--- config.mk ---
export PLATFORM = sky130hd
export DESIGN_NAME = vpf_inject_gen
export DESIGN_NICKNAME = d
export VERILOG_FILES = /design/src/rtl/vpf_inject_gen.sv
export SDC_FILE = /design/constraint.sdc
export NUM_CORES = 2
export LEC_CHECK = 0
export CELL_PAD_IN_SITES_DETAIL_PLACEMENT = 1
export CELL_PAD_IN_SITES_GLOBAL_PLACEMENT = 1
export CORE_MARGIN = 2
export CORE_UTILIZATION = 47
export CTS_CLUSTER_DIAMETER = 60
export CTS_CLUSTER_SIZE = 14
export DETAILED_ROUTE_END_ITERATION = 8
export GPL_TIMING_DRIVEN = 0
export MAX_ROUTING_LAYER = met4
export PLACE_DENSITY_LB_ADDON = 0.1
export SYNTH_ARGS = -nofsm -noshare
export SYNTH_HDL_FRONTEND = slang
export SYNTH_SLANG_ARGS = --single-unit
--- constraint.sdc ---
create_clock -name clock -period 11.63 [get_ports clock]
set_clock_uncertainty 0.15 [all_clocks]
set_input_delay 2.326 -clock clock [delete_from_list [all_inputs] [get_ports clock]]
set_output_delay 2.326 -clock clock [all_outputs]
set_load 0.01 [all_outputs]
--- src/rtl/vpf_inject_gen.sv ---
// Synthetic valid-pattern-flag source: builds a 768-strip hit pattern one hit per clock and
// emits it as a one-cycle frame tagged with its exact distinct-hit count and overflow flag.
module vpf_inject_gen #(
  parameter int unsigned NSTRIPS         = 768,
  parameter int unsigned MAX_HITS        = 16,
  parameter int unsigned OVERFLOW_THRESH = 0
) (
  input  logic               clock,
  input  logic               reset_n,
  input  logic               start_i,
  input  logic               stop_i,
  input  logic [4:0]         nhits_i,
  input  logic [9:0]         base_i,
  input  logic [9:0]         stride_i,
  input  logic [9:0]         base_step_i,
  input  logic [15:0]        npatterns_i,
  input  logic [7:0]         gap_i,
  output logic [NSTRIPS-1:0] vpfs_o,
  output logic               valid_o,
  output logic [10:0]        expected_cnt_o,
  output logic               expected_ovf_o,
  output logic               busy_o,
  output logic               done_o
);

  localparam int unsigned POS_W = 10;
  localparam int unsigned CNT_W = 11;
  localparam logic [POS_W-1:0] LAST_STRIP = POS_W'(NSTRIPS - 1);
  localparam logic [POS_W:0]   NSTRIPS_C  = (POS_W + 1)'(NSTRIPS);
  localparam logic [4:0]       MAX_HITS_C = 5'(MAX_HITS);
  localparam logic [CNT_W-1:0] OVF_C      = CNT_W'(OVERFLOW_THRESH);

  typedef enum logic [1:0] {IDLE, BUILD, EMIT, GAP} state_t;

  state_t             state;
  logic [4:0]         cfg_nhits;
  logic [POS_W-1:0]   cfg_stride;
  logic [POS_W-1:0]   cfg_step;
  logic [15:0]        cfg_npat;
  logic [7:0]         cfg_gap;
  logic [POS_W-1:0]   base_q;
  logic [POS_W-1:0]   pos;
  logic [4:0]         k;
  logic [CNT_W-1:0]   distinct;
  logic [15:0]        sent;
  logic [7:0]         gap_cnt;
  logic [NSTRIPS-1:0] shadow;

  logic [POS_W-1:0]   base_nxt;
  logic [15:0]        sent_inc;

  // Strip addition modulo NSTRIPS; both operands are already below NSTRIPS.
  function automatic logic [POS_W-1:0] wrap_add(input logic [POS_W-1:0] a,
                                                input logic [POS_W-1:0] b);
    logic [POS_W:0] s;
    s = (POS_W + 1)'(a) + (POS_W + 1)'(b);
    if (s >= NSTRIPS_C) s = s - NSTRIPS_C;
    return s[POS_W-1:0];
  endfunction

  function automatic logic [POS_W-1:0] clamp_pos(input logic [POS_W-1:0] x);
    return (x > LAST_STRIP) ? LAST_STRIP : x;
  endfunction

  assign base_nxt = wrap_add(base_q, cfg_step);
  assign sent_inc = sent + 16'd1;

  // Frame sequencer; stop_i overrides every transition.
  always_ff @(posedge clock or negedge reset_n) begin
    if (!reset_n) begin
      state          <= IDLE;
      cfg_nhits      <= '0;
      cfg_stride     <= '0;
      cfg_step       <= '0;
      cfg_npat       <= '0;
      cfg_gap        <= '0;
      base_q         <= '0;
      pos            <= '0;
      k              <= '0;
      distinct       <= '0;
      sent           <= '0;
      gap_cnt        <= '0;
      shadow         <= '0;
      vpfs_o         <= '0;
      valid_o        <= 1'b0;
      expected_cnt_o <= '0;
      expected_ovf_o <= 1'b0;
      busy_o         <= 1'b0;
      done_o         <= 1'b0;
    end else begin
      valid_o <= 1'b0;
      done_o  <= 1'b0;
      vpfs_o  <= '0;
      busy_o  <= (state != IDLE);
      if (stop_i) begin
        state  <= IDLE;
        busy_o <= 1'b0;
      end else begin
        case (state)
          IDLE: begin
            if (start_i) begin
              cfg_nhits  <= (nhits_i > MAX_HITS_C) ? MAX_HITS_C : nhits_i;
              cfg_stride <= clamp_pos(stride_i);
              cfg_step   <= clamp_pos(base_step_i);
              cfg_npat   <= npatterns_i;
              cfg_gap    <= gap_i;
              base_q     <= clamp_pos(base_i);
              pos        <= clamp_pos(base_i);
              k          <= '0;
              distinct   <= '0;
              sent       <= '0;
              shadow     <= '0;
              state      <= BUILD;
            end
          end
          BUILD: begin
            if (k < cfg_nhits) begin
              shadow[pos] <= 1'b1;
              if (!shadow[pos]) distinct <= distinct + CNT_W'(1);
              k   <= k + 5'd1;
              pos <= wrap_add(pos, cfg_stride);
            end else begin
              state <= EMIT;
            end
          end
          EMIT: begin
            valid_o        <= 1'b1;
            vpfs_o         <= shadow;
            expected_cnt_o <= distinct;
            expected_ovf_o <= (distinct > OVF_C);
            sent           <= sent_inc;
            base_q         <= base_nxt;
            if ((cfg_npat != 16'd0) && (sent_inc == cfg_npat)) begin
              done_o <= 1'b1;
              state  <= IDLE;
            end else begin
              shadow   <= '0;
              k        <= '0;
              distinct <= '0;
              pos      <= base_nxt;
              if (cfg_gap != 8'd0) begin
                gap_cnt <= cfg_gap;
                state   <= GAP;
              end else begin
                state <= BUILD;
              end
            end
          end
          GAP: begin
            if (gap_cnt == 8'd1) state <= BUILD;
            else gap_cnt <= gap_cnt - 8'd1;
          end
          default: state <= IDLE;
        endcase
      end
    end
  end

endmodule
==> flow_summary.yaml <==
die:
  placementRows: 136
  die_y_um: 377.1
  start_util_pct: 47.47
  design.core.area_um2: 137800
  ios: 846
  die_area_um2: 142200
  die_x_um: 377.1
synth:
  synthDistinctLibCells: 75
  synth_top_family_by_area: "simple AND/OR/NAND/NOR gates"
  synth_ff_type: "dfrtp_1"
  synthCells: 5846
  yosys.area_share.simple_pct: 15.71
  async_flop_share_pct: 100.0
  ys_ff_latch: 1662
  synthXorXnorAreaFrac_pct: 0.3748
  synth_fp_nets: 5948
  syn_area_per_cell_um2: 11.19
  synth_edf_count: 0
  synthMuxAreaShare_pct: 6.572
  synth_compound_area_share_pct: 9.995
  synthesis.area_um2: 65430
  yosys_warnings: 0
  synthAdderAreaFrac_pct: 0.7687
  ys_seq_area_share_pct: 63.56
grt:
  grt_max_degree: 190
  gr-total-overflow: 0
  antenna_found_initial: 42
  grt_pass1_wl_um: 418900
  grt_use_total_pct: 43.70
  grt_pass1_vias: 54827
worst_setup_path:
  required_ps: 12170
  cp_common_cell: "buf_2"
  crit_chain: "buf_2 -> buf_2 -> buf_2 -> buf_2 -> mux2i_1 -> o22ai_1 -> nor4_1 -> nand3_1 -> o2111ai_1 -> o221ai_1 -> a21oi_1 -> o211ai_1 -> clkbuf_1 -> nor3_1 -> mux2_1"
  reg2reg_from: "pos[0]"
  cpPeakStageDelay_ps: 1070
  cp.arrival_ps: 8210
  path_max_fanout: 10
  worstReg2RegEnd: "distinct[6]"
  crit_family: "buffers and inverters"
  reg2reg_depth: 15
  endpoint_kind: "register"
  crit_type: "register to register"
  worst-r2r-setup-slack_ps: 3960
  critPathBufInv: 5
  crit_path_top_delay_cell: "nor4_1"
  crit_path_start_kind: "register"
detailed_routing:
  drtIter0Drc: 7381
  wl_per_cell_um: 34.77
  drc: 0
  viasPerCell: 6.237
  vias: 54631
  routed_wl_um: 304600
  postRouteAntennaNets: 0
  first_pass_iters: 6
power_and_ir_drop:
  powerDensity_nw_per_um2: 189.1
  power_leakage_nw: 37.98
  comb_power_share_pct: 26.6
  p_seq_share_pct: 40.1
  p_clk_share_pct: 33.2
  switching_power_mw: 5.648
  ir_drop_mv: 0.1718
  intPower_mw: 9.733
  swShare_pct: 36.72
sta:
  report.final.slew_viol_count: 264
  final-hold-violation-count: 0
  min_period_ps: 7670
  relSlewSlack_pct: -13.93
  hold_ws_ps: 340.8
  max_freq_mhz: 130.4
  setup_viol: 0
  tightest_slew_ps: 1709
  rsz0062_at_grt: "no"
  fin_tns_setup_ps: 0
  post-route-period-util_pct: 65.95
worst_hold_path:
  min_to: "base_q[4]"
  hold_path.startpoint: "base_q[4]"
  holdPathStages: 2
  hold_path.class: "register to register"
final_layout:
  layout-drive-gt1-share_pct: 6.500
  n_fill_cell: 14422
  design_area_um2: 81340
  area_growth_pct: 24.31
  nets: 6957
clock_tree:
  root_buffer: "clkbuf_16"
  cts_setup_buffers: 0
  htreeDepth: 4
  path_clk_slew_ps: 70
  cts_max_path_buffers: 3
  cts_hold_buffers: 0
  clkSinkCount: 1662
  clock_latency_ps: 830
  cts_tree: "done"
  cts_buffers: 152
  cts_resized: 0
flow_run:
  maxCapViolCount: 26
placement:
  portBuffers: 845
  gp_congestion: 0.9979
  detailed_place.area_um2: 76460
  dp_hpwl_um: 218100
run_status:
  violations: "max-capacitance violations, max-slew violations"
  outcome: "finished, violations left"
tightest hold or removal path: stages, from the launching register on:
cell,delay (ps)
dfrtp_1,350
nand2_1,50
nand2_1,60
cell usage in the layout, fill, tap and decap left out, drive strengths merged, types with 10 or more instances in the layout:
cell,n
and2,771
nor3,42
nand4,11
o31ai,22
nand2b,16
xnor2,15
a21o,10
a21oi,815
a211oi,10
o21ai,97
dfrtp,1662
nand3,28
diode,42
o22ai,183
clkbuf,506
mux2,35
clkinv,10
buf,133
nor2,886
nor4,61
inv,45
or3,14
ha,37
mux2i,370
nand2,129
bufinv,15
clkdlybuf4s50,844
nor2b,13
xor2,13
flip-flops by register name (all words and copies together), names as in the netlist, 2 cells and up:
| name | count |
|---|---|
| shadow | 768 |
| pos | 10 |
| cfg_step | 10 |
| state | 2 |
| distinct | 11 |
| cfg_nhits | 5 |
| cfg_gap | 8 |
| expected_cnt_o | 11 |
| base_q | 10 |
| gap_cnt | 8 |
| k | 5 |
| cfg_stride | 10 |
| sent | 16 |
| vpfs_o | 768 |
| cfg_npat | 16 |
metal layers:
metal | share of wire [%] | vias up | GRT usage [%]
li1 | - | 21687 | -
met1 | 37 | 28278 | 54.03
met2 | 44 | 3731 | 63.10
met3 | 12 | 935 | 13.67
met4 | 6.8 | 0 | 25.87
met5 | 0 | - | -
cells by family (layout without fill, tap and decap cells):
| family | Yosys count | count (layout) |
|---|---|---|
| and+or+nand+nor | 2023 | 2023 |
| DFF | 1662 | 1662 |
| other | 0 | 42 |
| xor gates and xnor gates | 28 | 28 |
| muxes | 414 | 414 |
| adders and majority gates | 39 | 39 |
| buffers and inverters | 483 | 1560 |
| AOI/OAI and AO/OA | 1197 | 1197 |
power by group through the flow:
stage          Combinational (mW)  Clock (mW)  Sequential, mW
3_3_place_gp                 3.79           0            6.31
6_report                     4.10        5.11            6.18
5_1_grt                      4.10        5.33            6.19
3_5_place_dp                 3.86           0            6.27
2_1_floorplan                1.98           0            6.19
4_1_cts                      3.88        5.12            6.17
worst max-delay path by stage:
stage / from / to / depth (start not counted)
finish: pos[0] / distinct[6] / 15
global route: pos[0] / distinct[6] / 15
CTS: pos[0] / distinct[6] / 15
detailed placement: pos[0] / distinct[6] / 15
global placement: reset_n / cfg_npat[11] / 1
floorplan: stop_i / distinct[7] / 7
cell type report:
cell class                      instances  area (µm²)  share of cell area (%)
Sequential cell                      1662       41590                   51.13
Multi-Input combinational cell       3701       21870                   26.88
Timing Repair Buffer                  855        8751                   10.76
Clock buffer                          173        4018                   4.939
Tap cell                             1794        2245                   2.760
Buffer                                455        1913                   2.352
Clock inverter                         49       745.7                  0.9168
Inverter                               28       105.1                  0.1292
Antenna cell                           42       105.1                  0.1292
synthesized netlist by cell type, types with 32 or more instances:
master / count / area share, %
nor4_1: 52 / 0.50
clkbuf_1: 332 / 1.9
nand2_1: 129 / 0.74
buf_2: 101 / 0.77
ha_1: 37 / 0.71
nor2_1: 886 / 5.1
mux2_2: 32 / 0.55
dfrtp_1: 1662 / 64
mux2i_1: 370 / 5.7
o22ai_1: 183 / 1.7
a21oi_1: 814 / 6.2
o21ai_0: 97 / 0.74
and2_1: 770 / 7.4
metrics by stage:
| step | total power, mW | worst slack, ps | util, % | cells |
|---|---|---|---|---|
| final | 15.38 | 3960 | 59.01 | 8759 |
| after global routing | 15.62 | 4015 | 58.99 | 8746 |
| after CTS | 15.16 | 4503 | 58.93 | 8717 |
| after detailed placement | 10.13 | 4509 | 55.48 | 8495 |
| after global placement | 10.10 | -66450 | 55.24 | 8485 |
| after floorplan | 8.165 | 7284 | - | 5846 |
Power figures use the tool's default switching activity.
